**src/rtl/mem_arbiter.sv**
```systemverilog
// N-channel request arbiter onto a single downstream memory port, with optional watchdog.
// Define MEM_ARBITER_ROUND_ROBIN_EN for round-robin arbitration; fixed priority otherwise.
module mem_arbiter #(
   parameter int CHANNELS   = 2,
   parameter int ADDR_WIDTH = 32,
   parameter int DATA_WIDTH = 32,
   parameter int TIMEOUT    = 0
) (
   input  logic                           clock,
   input  logic                           reset,
   input  logic [CHANNELS-1:0]            req_valid,
   input  logic [CHANNELS-1:0]            req_instr,
   input  logic [CHANNELS*ADDR_WIDTH-1:0] req_addr,
   input  logic [CHANNELS*DATA_WIDTH-1:0] req_wdata,
   input  logic [CHANNELS*DATA_WIDTH/8-1:0] req_wstrb,
   output logic [DATA_WIDTH-1:0]          req_rdata,
   output logic [CHANNELS-1:0]            req_ready,
   output logic [CHANNELS-1:0]            req_error,
   output logic                           mem_valid,
   output logic                           mem_instr,
   output logic [ADDR_WIDTH-1:0]          mem_addr,
   output logic [DATA_WIDTH-1:0]          mem_wdata,
   output logic [DATA_WIDTH/8-1:0]        mem_wstrb,
   input  logic [DATA_WIDTH-1:0]          mem_rdata,
   input  logic                           mem_ready
);

   localparam int SW = DATA_WIDTH / 8;
   localparam int CW = (CHANNELS > 1) ? $clog2(CHANNELS) : 1;
   localparam int WW = (TIMEOUT > 0) ? $clog2(TIMEOUT + 1) : 1;
   // The watchdog fires in the BUSY cycle whose increment would reach TIMEOUT,
   // so mem_valid is high for exactly TIMEOUT cycles before the error pulse.
   localparam logic [WW-1:0] WD_LAST = (TIMEOUT > 0) ? WW'(TIMEOUT - 1) : '0;

   typedef enum logic {IDLE, BUSY} state_e;

   state_e                state_q, state_d;
   logic [CW-1:0]         grant_q, grant_d;
   logic [WW-1:0]         wd_cnt_q, wd_cnt_d;
   logic                  mem_valid_q, mem_valid_d;
   logic                  mem_instr_q, mem_instr_d;
   logic [ADDR_WIDTH-1:0] mem_addr_q, mem_addr_d;
   logic [DATA_WIDTH-1:0] mem_wdata_q, mem_wdata_d;
   logic [SW-1:0]         mem_wstrb_q, mem_wstrb_d;
   logic [CHANNELS-1:0]   req_ready_q, req_ready_d;
   logic [CHANNELS-1:0]   req_error_q, req_error_d;
   logic [DATA_WIDTH-1:0] req_rdata_q, req_rdata_d;

   logic [CHANNELS-1:0]   elig;
   logic                  any_req;
   logic [CW-1:0]         win;

`ifdef MEM_ARBITER_ROUND_ROBIN_EN
   logic [CW-1:0]         rr_ptr_q, rr_ptr_d;
   logic [CHANNELS-1:0]   rot;
   logic [CW:0]           off, sum;
`endif

   // The channel completing this cycle is masked so its held request is not reissued.
   always_comb begin
      elig    = req_valid & ~req_ready_q;
      any_req = |elig;
      win     = '0;
`ifdef MEM_ARBITER_ROUND_ROBIN_EN
      rot = CHANNELS'({elig, elig} >> rr_ptr_q);
      off = '0;
      for (int i = CHANNELS - 1; i >= 0; i--)
         if (rot[i]) off = (CW+1)'(i);
      sum = {1'b0, rr_ptr_q} + off;
      if (sum >= (CW+1)'(CHANNELS)) sum = sum - (CW+1)'(CHANNELS);
      win = sum[CW-1:0];
`else
      for (int i = CHANNELS - 1; i >= 0; i--)
         if (elig[i]) win = CW'(i);
`endif
   end

   always_comb begin
      state_d     = state_q;
      grant_d     = grant_q;
      wd_cnt_d    = wd_cnt_q;
      mem_valid_d = mem_valid_q;
      mem_instr_d = mem_instr_q;
      mem_addr_d  = mem_addr_q;
      mem_wdata_d = mem_wdata_q;
      mem_wstrb_d = mem_wstrb_q;
      req_ready_d = '0;
      req_error_d = '0;
      req_rdata_d = '0;
`ifdef MEM_ARBITER_ROUND_ROBIN_EN
      rr_ptr_d    = rr_ptr_q;
`endif
      case (state_q)
         IDLE: begin
            if (any_req) begin
               state_d     = BUSY;
               grant_d     = win;
               wd_cnt_d    = '0;
               mem_valid_d = 1'b1;
               mem_instr_d = req_instr[win];
               mem_addr_d  = req_addr[win*ADDR_WIDTH +: ADDR_WIDTH];
               mem_wdata_d = req_wdata[win*DATA_WIDTH +: DATA_WIDTH];
               mem_wstrb_d = req_wstrb[win*SW +: SW];
`ifdef MEM_ARBITER_ROUND_ROBIN_EN
               rr_ptr_d    = (win == CW'(CHANNELS - 1)) ? '0 : win + 1'b1;
`endif
            end
         end
         BUSY: begin
            if (mem_ready) begin
               req_ready_d[grant_q] = 1'b1;
               req_rdata_d          = mem_rdata;
               mem_valid_d          = 1'b0;
               state_d              = IDLE;
            end else if (TIMEOUT > 0 && wd_cnt_q == WD_LAST) begin
               req_ready_d[grant_q] = 1'b1;
               req_error_d[grant_q] = 1'b1;
               mem_valid_d          = 1'b0;
               state_d              = IDLE;
            end else if (TIMEOUT > 0) begin
               wd_cnt_d = wd_cnt_q + 1'b1;
            end
         end
         default: state_d = IDLE;
      endcase
   end

   always_ff @(posedge clock) begin
      if (reset) begin
         state_q     <= IDLE;
         grant_q     <= '0;
         wd_cnt_q    <= '0;
         mem_valid_q <= 1'b0;
         mem_instr_q <= 1'b0;
         mem_addr_q  <= '0;
         mem_wdata_q <= '0;
         mem_wstrb_q <= '0;
         req_ready_q <= '0;
         req_error_q <= '0;
         req_rdata_q <= '0;
`ifdef MEM_ARBITER_ROUND_ROBIN_EN
         rr_ptr_q    <= '0;
`endif
      end else begin
         state_q     <= state_d;
         grant_q     <= grant_d;
         wd_cnt_q    <= wd_cnt_d;
         mem_valid_q <= mem_valid_d;
         mem_instr_q <= mem_instr_d;
         mem_addr_q  <= mem_addr_d;
         mem_wdata_q <= mem_wdata_d;
         mem_wstrb_q <= mem_wstrb_d;
         req_ready_q <= req_ready_d;
         req_error_q <= req_error_d;
         req_rdata_q <= req_rdata_d;
`ifdef MEM_ARBITER_ROUND_ROBIN_EN
         rr_ptr_q    <= rr_ptr_d;
`endif
      end
   end

   assign mem_valid = mem_valid_q;
   assign mem_instr = mem_instr_q;
   assign mem_addr  = mem_addr_q;
   assign mem_wdata = mem_wdata_q;
   assign mem_wstrb = mem_wstrb_q;
   assign req_ready = req_ready_q;
   assign req_error = req_error_q;
   assign req_rdata = req_rdata_q;

endmodule

```
**config.mk**
```make
export PLATFORM = sky130hd
export DESIGN_NAME = mem_arbiter
export DESIGN_NICKNAME = d
export VERILOG_FILES = /design/src/rtl/mem_arbiter.sv
export SDC_FILE = /design/constraint.sdc
export NUM_CORES = 1
export LEC_CHECK = 0
export BUFFER_PORTS_ARGS = -buffer_cell sky130_fd_sc_hd__buf_2
export CAP_MARGIN = 20
export CORE_AREA = 2 2 108 110
export CTS_BUF_LIST = sky130_fd_sc_hd__clkbuf_8 sky130_fd_sc_hd__clkbuf_16
export DETAILED_ROUTE_END_ITERATION = 10
export DIE_AREA = 0 0 110 112
export PLACE_DENSITY = 0.71
export SYNTH_ARGS = -nofsm -noshare
export SYNTH_HDL_FRONTEND = slang
export SYNTH_SLANG_ARGS = --single-unit
export TNS_END_PERCENT = 1
```
**constraint.sdc**
```tcl
create_clock -name clock -period 4.7 [get_ports clock]
set_clock_uncertainty 0.15 [all_clocks]
set_input_delay 0.705 -clock clock [delete_from_list [all_inputs] [get_ports clock]]
set_output_delay 0.705 -clock clock [all_outputs]
set_load 0.01 [all_outputs]
```
Word level (Yosys, flattened, before mapping)
Cells that the tools add are included.
Operators by class
  order comparisons: 3
  eq/ne operators: 2
  shift-type cells: 3
  mux-type cells: 12
  bitwise gates (word level): 4
  reduce and logical (&&, ||, !) cells: 5
Operator list (number)
  $shiftx A64 B7 Y32: 2
  $mux W1: 9
  $shiftx A8 B4 Y4: 1
  $lt A1 B2 Y1 const B: 2
  $ne A2 B2 Y1 const B: 2
  $pmux W1 S2: 2
  $reduce_and A2 Y1: 2
  $reduce_or A3 Y1: 1
  $and A2 B2 Y2: 1
  $not A1 Y1: 2
  $not A2 Y2: 1
  $reduce_or A2 Y1: 1
  $demux W1 S1: 1
  $ge A1 B1 Y1 const B: 1
  $logic_and A1 B1 Y1: 1
Storage, ports and cells
  register bits after elaboration: 106
  output and inout bits: 106
  logic and storage cells: 38

Longest topological paths before layout
Gate-level depths: netlist of the first run.
  depth in word-level cells: 6
  depth in mapped cells: 7

Worst setup path after synthesis of the first run
OpenSTA, ideal clock, no wires.
  path kind: input to register
  start: input req_valid[1]
  end: register mem_addr_q[4] (netlist: mem_addr[4])
  arrival: 1602 ps
  required time: 4462 ps
  path slack: 2860 ps
  cell stages on the path: 5
  path buffers: 1
  cells stage by stage: and2b_1 > nand2_1 > clkbuf_1 > nand2_1 > a311oi_2
Between the ends
  cells in the longest elaborated chain, start to end: 4
  elaborated cells on any way between the ends: 6
  those cells by class: shift (1); mux (2); bitwise (1); reduce/logical (2)
Ends and longest elaborated chain
  from (decl): RTL line 11  | input logic [CHANNELS-1:0] req_valid,
  $and A2 B2 Y2 (*): RTL line 61  | elig = req_valid & ~req_ready_q;
  $mux W1 (2 in series): RTL line 74  | if (elig[i]) win = CW'(i);
  $shiftx A64 B7 Y32: RTL line 101  | mem_addr_d = req_addr[win*ADDR_WIDTH +: ADDR_WIDTH];
  to (signal assigned): RTL line 150  | mem_addr_q <= mem_addr_d;
  to (decl): RTL line 42  | logic [ADDR_WIDTH-1:0] mem_addr_q, mem_addr_d;
Every way passes the cells marked *; elsewhere a longest branch is shown, timed or not.
A chain may end at the register's enable or synchronous reset.

Worst setup path after layout of the first run
  start: input req_valid[1]
  end: register mem_addr_q[31] (netlist: mem_addr[31])
Same word-level chain as after synthesis.

==> impl_metrics.env, run 1 <==
export IMPL_finalNonFillerCells=877
export IMPL_overflow=0
export IMPL_numPlacedInstances=860
export IMPL_vias_per_cell=4.83
export IMPL_worst_path_stages=6
export IMPL_tns_ns=0
export IMPL_crit_slowest_cell="a21oi_4"
export IMPL_drive_above_1_share_pct=44.2
export IMPL_syn_area_per_cell_sq_um=8.66
export IMPL_place_area_sq_um=5530
export IMPL_io_pins=281
export IMPL_use_met1_pct=22.5
export IMPL_drtPass1Iterations=4
export IMPL_nNetsFinal=903
export IMPL_grt_max_degree=65
export IMPL_tritoncts="built"
export IMPL_crit_path_cell_trace="buf_2 -> nand2b_4 -> a21oi_4 -> buf_4 -> nor2_1 -> a311oi_1"
export IMPL_crit_end="mem_addr[31]"
export IMPL_fin_util_pct=52.4
export IMPL_cts_sinks=106
export IMPL_slew_headroom_pct=34.1
export IMPL_cts_resized=0
export IMPL_drv_cap=0
export IMPL_wirelength_um=12500
export IMPL_status="finished, final reports clean"
export IMPL_path_buf_inv=2
export IMPL_rsz0062_at_grt="no"
export IMPL_drc=0
export IMPL_startpoint="req_valid[1]"
export IMPL_period_share_pct=54.2
export IMPL_r2r_slack_ns=2.21
export IMPL_initial_utilization_pct=36.8
export IMPL_crit_fanout=64
export IMPL_cts_buffer_depth=2
export IMPL_synth_warnings=0
export IMPL_design_area_sq_um=5850
export IMPL_grt_pass1_wl_um=19000
export IMPL_hold_violations=0
export IMPL_area_delta_synth_final_pct=42.3
export IMPL_crit_required_ns=4.80
export IMPL_end_kind="flop"
export IMPL_via_count=4234
export IMPL_wire_per_inst_um=14.2
export IMPL_synth_distinct_cells=22
export IMPL_reg2reg_from="req_ready[1]"
export IMPL_max_freq_ghz=0.392
export IMPL_crit_type="primary input to flop"
export IMPL_holdWs_ns=0.271
export IMPL_insertion_delay_ns=0.35
export IMPL_finalCriticalPeriod_ns=2.55
export IMPL_peakVddDrop_v=0.000226
export IMPL_gr_usage_all_layers_pct=19.8
export IMPL_setup_viol=0
export IMPL_reg2reg_depth=5
export IMPL_setup_slack_ns=2.15
export IMPL_antenna_found_initial=1
export IMPL_root_buffer="clkbuf_16"
export IMPL_numCtsBuffers=9
export IMPL_hold_class="flop to flop"
export IMPL_ant_nets=0
export IMPL_slew_viol_final=0
export IMPL_synth_seq_cells=106
export IMPL_slowest_delay_ns=0.71
export IMPL_worst_slew_pin_slew_ns=0.989
export IMPL_drtIter0Drc=279
export IMPL_grt_pass1_vias=3995
export IMPL_synth_cells=475
export IMPL_p_leak_nw=2.94
export IMPL_ctsHtreeMaxLevel=3
export IMPL_core_rowCount=39
export IMPL_coreArea_sq_um=11200
export IMPL_grt_use_met3_pct=5.50
export IMPL_post_place_ws_ns=1.82
export IMPL_die_area_sq_um=12300
export IMPL_rr_endpoint="mem_addr[31]"
export IMPL_grt_busiest_layer="met2"
export IMPL_totalPowerFinal_mw=2.19
export IMPL_portBuffers=278
export IMPL_crit_arrival_ns=2.65
export IMPL_synth_area_sq_um=4110
export IMPL_dp_hpwl_um=9290
export IMPL_gp_congestion=0.768
export IMPL_die_w_um=110
export IMPL_cp_start_kind="primary input"
export IMPL_synth_seq_area_share_pct=51.6
export IMPL_post_cts_setup_buffers=0
export IMPL_clk_pin_slew_worst_paths_ns=0.07
export IMPL_power_density_nw_per_um2=374
export IMPL_cp_top_family="compound AO/OA/AOI/OAI gates"
export IMPL_cts_hold_buffers_added=0
export IMPL_use_met2_pct=33.5
export IMPL_die_h_um=112
==> logic make-up after synthesis <==
group,count (synthesis),synth area share (%)
AO/OA/AOI/OAI,74,17.1
AND/OR/NAND/NOR,250,26.0
buffers and inverters,44,5.20
flip-flops,106,51.6
other,1,0.0912
==> metal layers <==
metal	share of wire (%)	vias up	wire, um
li1	-	2119	-
met1	40	1901	4980
met2	48	182	6040
met3	8.2	32	1030
met4	3.4	0	419
met5	0	-	0
==> synth_stat cells (all sizes together) <==
cell type,number,area share [%]
clkbuf,24,2.2
dfxtp,106,52
nor2,71,6.5
buf,19,2.9
conb,1,0.091
inv,1,0.091
a311oi,69,16
and2b,1,0.18
nor3,2,0.24
a21oi,2,0.33
nand2,141,13
o21a,2,0.36
and2,33,5.0
o22a,1,0.21
nand2b,2,0.67
==> state kept, by name, indices dropped and copies added (netlist names) <==
signal	flops
mem_wdata	32
req_ready	2
grant_q	1
mem_valid	1
mem_addr	32
mem_wstrb	4
mem_instr	1
req_rdata	32
state_q	1
==> worst min path at each step <==
| stage | start | end | slack, ns | depth (start not counted) |
|---|---|---|---|---|
| 2_1_floorplan | grant_q | req_ready[0] | 0.25 | 1 |
| 3_3_place_gp | grant_q | req_ready[0] | 0.26 | 1 |
| 3_5_place_dp | grant_q | req_ready[0] | 0.26 | 1 |
| 4_1_cts | grant_q | req_ready[0] | 0.27 | 1 |
| 5_1_grt | grant_q | req_ready[0] | 0.31 | 1 |
| 6_report | grant_q | req_ready[0] | 0.27 | 1 |
==> report_power, final <==
group / internal [mW] / switching [mW]
clock network: 0.430 / 0.366
registers: 0.970 / 0.0359
logic: 0.171 / 0.218
total: 1.57 / 0.619
==> cells in the final DEF, fill, tap and decap left out, types with 2 or more instances in the layout <==
| cell | n |
|---|---|
| a311oi_1 | 59 |
| a311oi_2 | 10 |
| and2_1 | 32 |
| buf_2 | 278 |
| buf_4 | 6 |
| clkbuf_16 | 9 |
| conb_1 | 2 |
| dfxtp_1 | 106 |
| inv_8 | 4 |
| nand2_1 | 131 |
| nand2_2 | 10 |
| nand2b_4 | 2 |
| nor2_1 | 71 |
| nor3_1 | 2 |
| o21a_1 | 2 |
==> cell type report <==
| class | instances | area (sq um) |
|---|---|---|
| Inverter | 1 | 3.75 |
| Timing Repair Buffer | 284 | 1440 |
| Tap cell | 143 | 179 |
| Clock inverter | 7 | 91.3 |
| Fill cell | 1055 | 5320 |
| Multi-Input combinational cell | 326 | 1790 |
| Clock buffer | 9 | 225 |
| Sequential cell | 106 | 2120 |
| Antenna cell | 1 | 2.50 |
Note: power is estimated with default switching activity, not from simulation.
==> run 2: changes to the inputs <==
- CORE_AREA: 2 2 108 110 -> unset
- CORE_MARGIN: unset -> 2
- CORE_UTILIZATION: unset -> 37
- DIE_AREA: 0 0 110 112 -> unset
- PLACE_DENSITY: 0.71 -> 0.74
- clock period: 4.7 -> 2.1 ns (I/O delays scaled with it)
==> run 2 against run 1 <==
Compared with the run above: count of clock-buffer cells in the layout unchanged; via count increased by 3.9%; critical path depth decreased by 1; non-clock buffer count increased by 34; first-iteration DRC count decreased by 25%; total power increased by 100%; critical endpoint is now mem_wdata[24].
==> impl_metrics.env, run 2 (synthesis gave the netlist of run 1 again) <==
export IMPL_setup_slack_ns=0.406
export IMPL_design_area_sq_um=6100
export IMPL_post_place_ws_ns=0.356
export IMPL_hold_violations=0
export IMPL_hold_class="primary input to flop"
export IMPL_rsz0062_at_grt="no"
export IMPL_drv_cap=0
export IMPL_root_buffer="clkbuf_8"
export IMPL_totalPowerFinal_mw=4.39
export IMPL_core_rowCount=38
export IMPL_max_freq_ghz=0.590
export IMPL_cts_resized=0
export IMPL_holdWs_ns=0.0194
export IMPL_startpoint="req_ready[1]"
export IMPL_drive_above_1_share_pct=42.8
export IMPL_r2r_slack_ns=0.41
export IMPL_die_w_um=109
export IMPL_clk_pin_slew_worst_paths_ns=0.10
export IMPL_slew_viol_final=0
export IMPL_final_cell_mix="buf_2, nand2_1, dfxtp_1"
export IMPL_reg2reg_from="req_ready[1]"
export IMPL_period_share_pct=80.7
export IMPL_dp_hpwl_um=9230
export IMPL_antenna_found_initial=0
export IMPL_crit_fanout=28
export IMPL_vias_per_cell=4.85
export IMPL_crit_end="mem_wdata[24]"
export IMPL_fin_util_pct=56.3
export IMPL_layout_commonest_cell="buf_2"
export IMPL_ctsHtreeMaxLevel=3
export IMPL_numCtsBuffers=9
export IMPL_finalNonFillerCells=907
export IMPL_numPlacedInstances=861
export IMPL_crit_required_ns=2.22
export IMPL_grt_pass1_vias=4048
export IMPL_drtIter0Drc=209
export IMPL_setup_viol=0
export IMPL_crit_type="flop to flop"
export IMPL_p_leak_nw=3.04
export IMPL_insertion_delay_ns=0.36
export IMPL_tritoncts="built"
export IMPL_nFillCells=995
export IMPL_area_delta_synth_final_pct=48.2
export IMPL_wire_per_inst_um=14.0
export IMPL_io_pins=281
export IMPL_initial_utilization_pct=38.0
export IMPL_grt_max_degree=62
export IMPL_wirelength_um=12700
export IMPL_multi_input_area_sq_um=1790
export IMPL_antenna_cells=0
export IMPL_regArea_sq_um=2120
export IMPL_place_area_sq_um=5610
export IMPL_end_kind="flop"
export IMPL_gp_congestion=0.813
export IMPL_drtPass1Iterations=4
export IMPL_cts_sinks=106
export IMPL_post_cts_setup_buffers=0
export IMPL_reg2reg_depth=5
export IMPL_drc=0
export IMPL_peakVddDrop_v=0.000374
export IMPL_tns_ns=0
export IMPL_rr_endpoint="mem_wdata[24]"
export IMPL_via_count=4399
export IMPL_cp_start_kind="flop"
export IMPL_nNetsFinal=937
export IMPL_overflow=0
export IMPL_grt_pass1_wl_um=18600
export IMPL_cts_buffer_depth=2
export IMPL_gr_usage_all_layers_pct=19.5
export IMPL_finalCriticalPeriod_ns=1.69
export IMPL_ant_nets=0
export IMPL_coreArea_sq_um=10800
export IMPL_portBuffers=278
export IMPL_die_area_sq_um=12000
export IMPL_power_density_nw_per_um2=720
export IMPL_crit_arrival_ns=1.81
export IMPL_status="finished, final reports clean"
export IMPL_die_h_um=109
## run 2: area by class of cell
class,count,area share (%)
Multi-Input combinational cell,326,29.4
Timing Repair Buffer,318,29.8
Tap cell,140,2.87
Clock inverter,7,1.05
Clock buffer,9,2.03
Sequential cell,106,34.8
Inverter,1,0.0616
## run 2: how the worst min path moves through the flow
stage | from | endpoint | slack [ns] | cells after the start
finish | mem_rdata[4] | req_rdata[4] | 0.02 | 2
detailed placement | grant_q | req_ready[0] | 0.27 | 1
CTS | mem_rdata[2] | req_rdata[2] | 0.004 | 2
global route | mem_rdata[4] | req_rdata[4] | 0.01 | 2
floorplan | grant_q | req_ready[0] | 0.25 | 1
global placement | grant_q | req_ready[0] | 0.26 | 1
## run 2: per-layer routing
layer | part of all wire [%] | GRT usage (%) | up-vias
li1 | - | - | 2177
met1 | 38 | 21.4 | 1996
met2 | 51 | 35.0 | 202
met3 | 8.2 | 4.86 | 24
met4 | 2.6 | 9.13 | 0
met5 | 0 | 0 | -
## run 2: what timing repair did
action / CTS / global route
hold endpoints to repair: 30 / 0
hold buffers: 30 / 0
endpoints found under the setup margin: 0 / 0
## run 2: worst max-delay path, stage by stage, from the launching register on
cell	delay, ns
dfxtp_1	0.33
and2b_1	0.22
and2_2	0.19
buf_4	0.31
nand2_1	0.09
a311oi_1	0.29
## run 2: power breakdown
group | internal (mW) | switching, mW
logic | 0.440 | 0.498
registers | 2.17 | 0.0796
clock network | 0.454 | 0.748
total | 3.07 | 1.33
